--- src/rtl/coef_reg_bank_pkg.sv ---
// coef_reg_bank_pkg: default sizing shared by the coefficient bank files
package coef_reg_bank_pkg;
  localparam int COEF_W = 8;
  localparam int COEF_DEPTH = 4;
endpackage

--- src/rtl/coef_reg_bank_if.sv ---
// coef_reg_bank_if: load, read and stream signals of the coefficient bank
interface coef_reg_bank_if
  import coef_reg_bank_pkg::*;
#(parameter int WIDTH = COEF_W, parameter int DEPTH = COEF_DEPTH) ();
  localparam int AW = $clog2(DEPTH);
  logic clr, wr_en, sh_en, seq_start, seq_next, seq_valid, seq_last, err;
  logic [AW-1:0] wr_addr, rd_addr;
  logic [WIDTH-1:0] wr_data, sh_in, sh_out, rd_data, seq_data;
  modport master(
    output clr, wr_en, wr_addr, wr_data, sh_en, sh_in, rd_addr, seq_start, seq_next,
    input sh_out, rd_data, seq_valid, seq_data, seq_last, err
  );
  modport slave(
    input clr, wr_en, wr_addr, wr_data, sh_en, sh_in, rd_addr, seq_start, seq_next,
    output sh_out, rd_data, seq_valid, seq_data, seq_last, err
  );
endinterface

--- src/rtl/coef_seq_ctr.sv ---
// coef_seq_ctr: pointer and active flag of the coefficient stream
module coef_seq_ctr
  import coef_reg_bank_pkg::*;
#(parameter int DEPTH = COEF_DEPTH, localparam int AW = $clog2(DEPTH)) (
  input  logic          clk_n,
  input  logic          rst_n,
  input  logic          clr,
  input  logic          start,
  input  logic          next,
  output logic [AW-1:0] ptr,
  output logic          valid,
  output logic          last
);
  localparam logic [AW-1:0] LAST_PTR = AW'(DEPTH - 1);
  assign last = valid && ptr == LAST_PTR;
  // clr beats start beats next; stepping past the last entry ends the stream
  always_ff @(negedge clk_n or negedge rst_n)
    if (!rst_n) begin
      ptr <= '0;
      valid <= 1'b0;
    end else if (clr) begin
      ptr <= '0;
      valid <= 1'b0;
    end else if (start) begin
      ptr <= '0;
      valid <= 1'b1;
    end else if (next && valid) begin
      ptr <= last ? '0 : ptr + AW'(1);
      valid <= !last;
    end
endmodule

--- src/rtl/coef_reg_bank.sv ---
// coef_reg_bank: coefficient register bank with addressed, shift and stream access
module coef_reg_bank
  import coef_reg_bank_pkg::*;
#(parameter int WIDTH = COEF_W, parameter int DEPTH = COEF_DEPTH) (
  input logic            clk_n,
  input logic            rst_n,
  coef_reg_bank_if.slave bus
);
  localparam int AW = $clog2(DEPTH);
  localparam logic [AW:0] DEPTH_W = (AW + 1)'(DEPTH);
  logic [WIDTH-1:0] mem [DEPTH];
  logic [AW-1:0] ptr;
  logic wr_ok;
  assign wr_ok = {1'b0, bus.wr_addr} < DEPTH_W;
  coef_seq_ctr #(.DEPTH(DEPTH)) u_seq (
    .clk_n (clk_n),
    .rst_n (rst_n),
    .clr   (bus.clr),
    .start (bus.seq_start),
    .next  (bus.seq_next),
    .ptr   (ptr),
    .valid (bus.seq_valid),
    .last  (bus.seq_last)
  );
  // storage: clr beats shift beats addressed write; other entries hold
  always_ff @(negedge clk_n or negedge rst_n)
    if (!rst_n) begin
      for (int i = 0; i < DEPTH; i++) mem[i] <= '0;
    end else if (bus.clr) begin
      for (int i = 0; i < DEPTH; i++) mem[i] <= '0;
    end else if (bus.sh_en) begin
      mem[0] <= bus.sh_in;
      for (int i = 1; i < DEPTH; i++) mem[i] <= mem[i-1];
    end else if (bus.wr_en && wr_ok) begin
      mem[bus.wr_addr] <= bus.wr_data;
    end
  // err pulses when a write is lost to a shift or an out-of-range address
  always_ff @(negedge clk_n or negedge rst_n)
    if (!rst_n) bus.err <= 1'b0;
    else bus.err <= !bus.clr && bus.wr_en && (bus.sh_en || !wr_ok);
  // read ports are live views of the stored entries
  always_comb begin
    bus.rd_data = {1'b0, bus.rd_addr} < DEPTH_W ? mem[bus.rd_addr] : '0;
    bus.sh_out = mem[DEPTH-1];
    bus.seq_data = bus.seq_valid ? mem[ptr] : '0;
  end
endmodule

--- src/flat_wrapper.sv ---
// flat-port wrapper written by rule: the top's interface ports become plain ports
module coef_reg_bank_flat import coef_reg_bank_pkg::*;
#(parameter int WIDTH = COEF_W, parameter int DEPTH = COEF_DEPTH)
  (clk_n, rst_n, bus_clr, bus_wr_en, bus_wr_addr, bus_wr_data, bus_sh_en, bus_sh_in, bus_rd_addr, bus_seq_start, bus_seq_next, bus_sh_out, bus_rd_data, bus_seq_valid, bus_seq_data, bus_seq_last, bus_err);
  coef_reg_bank_if #(.WIDTH(WIDTH), .DEPTH(DEPTH)) bus_i ();
  input logic clk_n;
  input logic rst_n;
  input wire logic [$bits(bus_i.clr)-1:0] bus_clr;
  input wire logic [$bits(bus_i.wr_en)-1:0] bus_wr_en;
  input wire logic [$bits(bus_i.wr_addr)-1:0] bus_wr_addr;
  input wire logic [$bits(bus_i.wr_data)-1:0] bus_wr_data;
  input wire logic [$bits(bus_i.sh_en)-1:0] bus_sh_en;
  input wire logic [$bits(bus_i.sh_in)-1:0] bus_sh_in;
  input wire logic [$bits(bus_i.rd_addr)-1:0] bus_rd_addr;
  input wire logic [$bits(bus_i.seq_start)-1:0] bus_seq_start;
  input wire logic [$bits(bus_i.seq_next)-1:0] bus_seq_next;
  output wire logic [$bits(bus_i.sh_out)-1:0] bus_sh_out;
  output wire logic [$bits(bus_i.rd_data)-1:0] bus_rd_data;
  output wire logic [$bits(bus_i.seq_valid)-1:0] bus_seq_valid;
  output wire logic [$bits(bus_i.seq_data)-1:0] bus_seq_data;
  output wire logic [$bits(bus_i.seq_last)-1:0] bus_seq_last;
  output wire logic [$bits(bus_i.err)-1:0] bus_err;
  assign bus_i.clr = bus_clr;
  assign bus_i.wr_en = bus_wr_en;
  assign bus_i.wr_addr = bus_wr_addr;
  assign bus_i.wr_data = bus_wr_data;
  assign bus_i.sh_en = bus_sh_en;
  assign bus_i.sh_in = bus_sh_in;
  assign bus_i.rd_addr = bus_rd_addr;
  assign bus_i.seq_start = bus_seq_start;
  assign bus_i.seq_next = bus_seq_next;
  assign bus_sh_out = bus_i.sh_out;
  assign bus_rd_data = bus_i.rd_data;
  assign bus_seq_valid = bus_i.seq_valid;
  assign bus_seq_data = bus_i.seq_data;
  assign bus_seq_last = bus_i.seq_last;
  assign bus_err = bus_i.err;
  coef_reg_bank #(.WIDTH(WIDTH), .DEPTH(DEPTH)) u_core (.clk_n(clk_n), .rst_n(rst_n), .bus(bus_i));
endmodule
--- config.mk ---
export PLATFORM = sky130hd
export DESIGN_NAME = coef_reg_bank_flat
export DESIGN_NICKNAME = d
export VERILOG_FILES = /design/src/rtl/coef_reg_bank_pkg.sv /design/src/rtl/coef_reg_bank_if.sv /design/src/rtl/coef_seq_ctr.sv /design/src/rtl/coef_reg_bank.sv /design/src/flat_wrapper.sv
export SDC_FILE = /design/constraint.sdc
export NUM_CORES = 1
export LEC_CHECK = 0
export ABC_AREA = 1
export ABC_CLOCK_PERIOD_IN_PS = 1450
export BUFFER_PORTS_ARGS = -buffer_cell sky130_fd_sc_hd__buf_4
export CAP_MARGIN = 25
export CORE_MARGIN = 8
export CORE_UTILIZATION = 55
export DETAILED_ROUTE_END_ITERATION = 12
export PLACE_DENSITY_LB_ADDON = 0.08
export SYNTH_ARGS = -nofsm -noshare
export SYNTH_HDL_FRONTEND = slang
export SYNTH_SLANG_ARGS = --single-unit
--- constraint.sdc ---
create_clock -name clk_n -period 1.45 [get_ports clk_n]
set_input_delay 0.29 -clock clk_n [delete_from_list [all_inputs] [get_ports clk_n]]
set_output_delay 0.29 -clock clk_n [all_outputs]
set_load 0.03 [all_outputs]
==> run summary, run 1 <==
The run stopped with a tool error. The flow halted during global routing. The first error in the log reads "[ERROR DPL-0038] Utilization greater than 100%, impossible to legalize".

The sequential-to-total area share from yosys stat came out at around a third. The count of buffers inserted at the top-level ports came out at 53. The initial core utilization is around 56%. Synthesis produced a netlist with a net count of around 460. The hold-fix buffer count after cts is 0. Counting flops with a built-in enable in the synthesized netlist gives 0. The top-level port count is between 50 and 60. The number of core rows came out at 25. The synthesized netlist devotes a little over two fifths of its cell area to simple gates. The synthesized-area fraction occupied by adder cells is less than 1%.

The top flip-flop cell by instance count after synthesis is dfrtn_1. After the last repair the worst path ends at an output port. The synthesized netlist cell count is between 400 and 500.

The number of clock sinks is 36. The clock tree synthesis step divided the H-tree into 2 levels. The number of warnings reported in the yosys synthesis log came out at 0. In this run the horizontal extent of the chip is ~85 um.

Sorting the synthesized cells by how often they occur yields 215 x nand2_1, 39 x inv_1, 36 x dfrtn_1, 36 x nand3_1, 31 x o21ai_0. The portion of synthesized area spent on multiplexers is 0%. The maximum buffer depth of the clock tree came out at 2. Once detailed placement completed, the half-perimeter wirelength came to slightly below 7 mm. The largest total area in the synthesized netlist belongs to dfrtn_1. After synthesis the netlist holds a flip-flop and latch count of 36. The worst endpoint left by the global-route repair_timing run is bus_seq_data[7]. After synthesis, the largest family of logic cells by area is simple AND/OR/NAND/NOR gates. The number of placed instances, taps included, is 578.

The cell sitting at the root of the clock tree is a clkbuf_8. The post-synthesis xor/xnor area fraction came out at 0%. The synthesized netlist devotes a little over a tenth of its cell area to compound gates. After synthesis the cells add up to between 0.002 and 0.003 mm^2. The number of buffers added by the clock tree synthesis step is 5. Synthesis instantiated 19 different standard cells from the library. The worst slack at placement is -0.7317 ns. By area the synthesized netlist is led by dfrtn_1 35%, nand2_1 31%, nand3_1 7.0%. For this run, asynchronously set or reset flops after synthesis account for 100.0%. The vertical die dimension came out at ~85 um. Among all cell types in the netlist, the one instantiated most often is nand2_1. The maximum number of pins on one net before global-route repair came out at 33.

The total placed instance area came out at around 0.0037 mm^2. The routability congestion estimate from global placement is roughly 0.94. The portion of synthesized cell area occupied by the leading cell type came out at 34.77%.

A synthesized cell averages just over 6 um^2.
[timing repair]
action | CTS
resized for setup | 114
pin swaps | 51
setup endpoints to repair | 59
gates cloned | 4
buffers inserted | 21
[cells by family after synthesis]
group | Yosys count
DFF | 36
AOI/OAI and AO/OA | 53
buffers and inverters | 69
adders and majority gates | 1
and+or+nand+nor | 270
[metrics by stage]
step	utilization, %	TNS [ns]
CTS	94.70	-21.86
detailed placement	80.51	-26.34
global placement	80.51	-25.51
floorplan	-	-18.52
==> run 2: changes to the inputs <==
Settings changed: CORE_UTILIZATION 55 to 40, PLACE_DENSITY_LB_ADDON 0.08 to 0.15.
==> run 2 against run 1 <==
The flow now finishes, with violations (negative setup slack). Synthesized cell count unchanged. Area after synthesis unchanged.
==> run summary, run 2 <==
Traced cell by cell, the critical path runs through inv_2 > nand2_1 > nand3_1 > a21oi_4 > buf_6. The number of remaining DRC errors came out at 0. Across all layers, the routed design uses between 3k and 4k vias. The final sum of negative setup slack is -24.87 ns.

In this run, distinct cell masters in the synthesized netlist total 19. The maximum buffer depth of the clock tree is 2. The first global-routing pass estimated approximately 17 mm of wire. The number of detailed-routing iterations run before antenna repair is 5. The arrival time at the worst endpoint is 2.20 ns. The worst setup path is of the reg2out kind. The initial core utilization is between 40 and 50%.

The share of layout cells above drive strength 1 came out at a little over 50%. The peak per-stage delay on the critical path is around 0.5 ns. Setup repair after global routing could not meet its margin everywhere. Dividing the detail-routed wire length by the instance count gives about 17 um. The number of flip-flops under the largest register name came out at 24. The most common library cell in the layout ignoring fill and taps is nand2_1.

The number of global-route vias before repair came out at between 3k and 4k. The commonest cells after synthesis are 215 x nand2_1, 39 x inv_1, 36 x dfrtn_1, 36 x nand3_1, 31 x o21ai_0. The detailed-route vias per instance is between 5 and 6. The clock latency of the later-clocked register in the worst-skew pair is roughly 0.3 ns. Yosys attributes the largest share of cell area to dfrtn_1 35%, nand2_1 31%, nand3_1 7.0%. The filler cell count is around 450.

In the synthesized netlist the dominant register cell turns out to be dfrtn_1. The sum of net half-perimeters after detailed placement came out at approximately 7.3 mm. The checks that failed: negative setup slack. The setup slack after layout came out at -1.038 ns. The buffer and inverter count on the worst path came out at 2.

The routability congestion estimate from global placement came out at between 0.9 and 1. The number of nets handed over by synthesis was ~460. The top-level port count is 54. The flip-flop and latch count after synthesis came out at 36. The beginning of the worst register-to-register path is u_core.u_seq.ptr[0]$_DFFE_NN0P_. The number of clock sinks is 36. Clock-pin slew was measured on the worst setup and hold paths at 0.06 ns. The wire length reported by the detailed router came out at between 10 and 15 mm.

TritonCTS built the clock tree. The highest-delay cell along the critical path is dfrtn_1. The register with the most flip-flops is u_core.mem. For this design the static power due to leakage is approximately 2.4 nW. The worst setup path is captured at an output port.

The library cells used most frequently in the layout, excluding fill and tap cells, are 167 x nand2_1, 82 x buf_4, 52 x buf_6. For this design, the CTS-stage hold fixing added 0 buffers. By instance count, the leading cell after synthesis is nand2_1. The worst hold slack across all endpoints is about 0.43 ns. The ratio of total power to cell area is approximately 650 mW/mm^2. The critical-path maximum fanout is 11. Synthesis produced about 430 cells. The total area of sequential cells is roughly 900 um^2.

The remaining global-route overflow is 0. In this run the vertical extent of the chip is 96.49 um. The worst pin sits at a relative slew slack of a little under three quarters. The slew at the pin closest to its max-slew limit is about 0.42 ns. The count of buffers inserted at the top-level ports is 53. The total routing resource utilization after global routing is roughly a quarter. In this run the remaining antenna-violating nets after routing total 0. The area enclosed by the die boundary is 0.009309 mm^2. STA classifies the critical path startpoint as a flop. The H-tree depth came out at 2. The area growth from synthesis to final layout came out at 84.16%. The hold violation count in the final report came to 0. After synthesis, flip-flops and latches occupy 34.77% of the total area. At the worst endpoint, the required time is around 1.2 ns. The mean instance size in the synthesized netlist is a little over 6 um^2. The cell area after synthesis came out at about 0.0026 mm^2.

The setup skew after layout came out at around 0.0067 ns. The repair_antennas step left the layout with diodes totalling 0. The number of core rows came out at 29. The maximum number of pins on one net before global-route repair came out at 33.

The count of endpoints failing setup in the final report came out at 59. The DRC marker count from the first detailed-route iteration came out at about 160. The synthesized design spends more area on one cell type than any other, namely dfrtn_1.

The fraction of registers with async set/reset came out at 100.0%. The portion of synthesized cell area occupied by the leading cell type came out at a little over a third. The area used by multi-input combinational logic is 0.001996 mm^2. The kind of cell with the highest combined delay along the critical path is flip-flops.

The floorplan die width came out at 96.49 um. The number of antenna violations at the first check in global routing is 0. The worst hold path belongs to the class in2async. Once layout is complete, the utilization of the core stands at roughly three quarters. The number of warnings reported in the yosys synthesis log is 0. Clock tree synthesis selected as its root buffer the cell clkbuf_8.

Across the VDD grid, the largest voltage drop is ~0.44 mV. The number of enable flip-flop cells after synthesis came out at 0. The final layout contains ~590 nets. Counting the buffers created by CTS gives 5. The number of pins with negative max-slew slack in the final report came out at 0. The number of maximum-capacitance violations is 0. The run finished, with violations left.

The area of the core is between 0.006 and 0.007 mm^2. The critical path starts at u_core.u_seq.ptr[0]$_DFFE_NN0P_.
run 2: cell counts after synthesis:
Identical to the previous run, type by type.
run 2: logic make-up (layout without fill, tap and decap cells):
family | Yosys count | count (layout) | share of synthesized area (%)
AO/OA/AOI/OAI | 53 | 53 | 10.91
adder cells (fa/ha/maj) | 1 | 1 | 0.4828
buffers and inverters | 69 | 203 | 11.54
flip-flops | 36 | 36 | 34.77
AND/OR/NAND/NOR | 270 | 273 | 42.30
run 2: worst paths after layout:
| check | to | slack [ns] | cells past startpoint |
|---|---|---|---|
| hold / removal | u_core.bus.sh_out[5]$_DFFE_NN0P_ | 0.43 | 1 |
| min in group clk_n | u_core.mem[11]$_DFFE_NN0P_ | 0.48 | 2 |
| setup / recovery | bus_seq_data[2] | -1.04 | 5 |
| setup reg to reg | u_core.u_seq.ptr[0]$_DFFE_NN0P_ | 0.08 | 6 |
| max in group asynchronous | u_core.mem[27]$_DFFE_NN0P_ | 0.65 | 2 |
| hold reg to reg | u_core.mem[11]$_DFFE_NN0P_ | 0.48 | 2 |
run 2: stage by stage:
stage	instances	power [mW]	instance area, um^2	setup slack, ns
after floorplan	429	1.536	2947	-0.7222
after CTS	632	3.036	4506	-1.033
after detailed placement	604	1.873	3779	-0.7414
after global routing	643	3.224	4772	-1.123
final	643	3.112	4772	-1.038
after global placement	604	1.866	3779	-0.7276
run 2: area by class of cell:
class	instances	share of cell area, %
Tap cell	77	2.019
Sequential cell	36	18.88
Timing Repair Buffer	148	30.47
Inverter	46	4.064
Multi-Input combinational cell	327	41.82
Clock inverter	1	0.6293
Timing Repair inverter	1	0.1049
Clock buffer	7	2.019
run 2: what timing repair did:
action / 4_1_cts / 5_1_grt
resized for setup: 132 / 54
setup endpoints to repair: 59 / 60
pin swaps: 39 / 32
setup buffers: 18 / 15
cloned: 6 / 0
run 2: per-layer routing:
layer | wire [um] | GRT usage [%] | up-vias
met4 | 483 | 10.72 | 0
met1 | 4535 | 28.84 | 1577
met3 | 833 | 4.173 | 42
li1 | - | - | 1608
met2 | 5293 | 39.52 | 177
met5 | 0 | 0 | -
run 2: power by group:
group / total (mW) / switching, mW / internal, mW
Clock: 0.988 / 0.381 / 0.607
Combinational: 1.03 / 0.586 / 0.448
Sequential: 1.09 / 0.0369 / 1.05
Total: 3.11 / 1.00 / 2.11
Power figures use the tool's default switching activity.
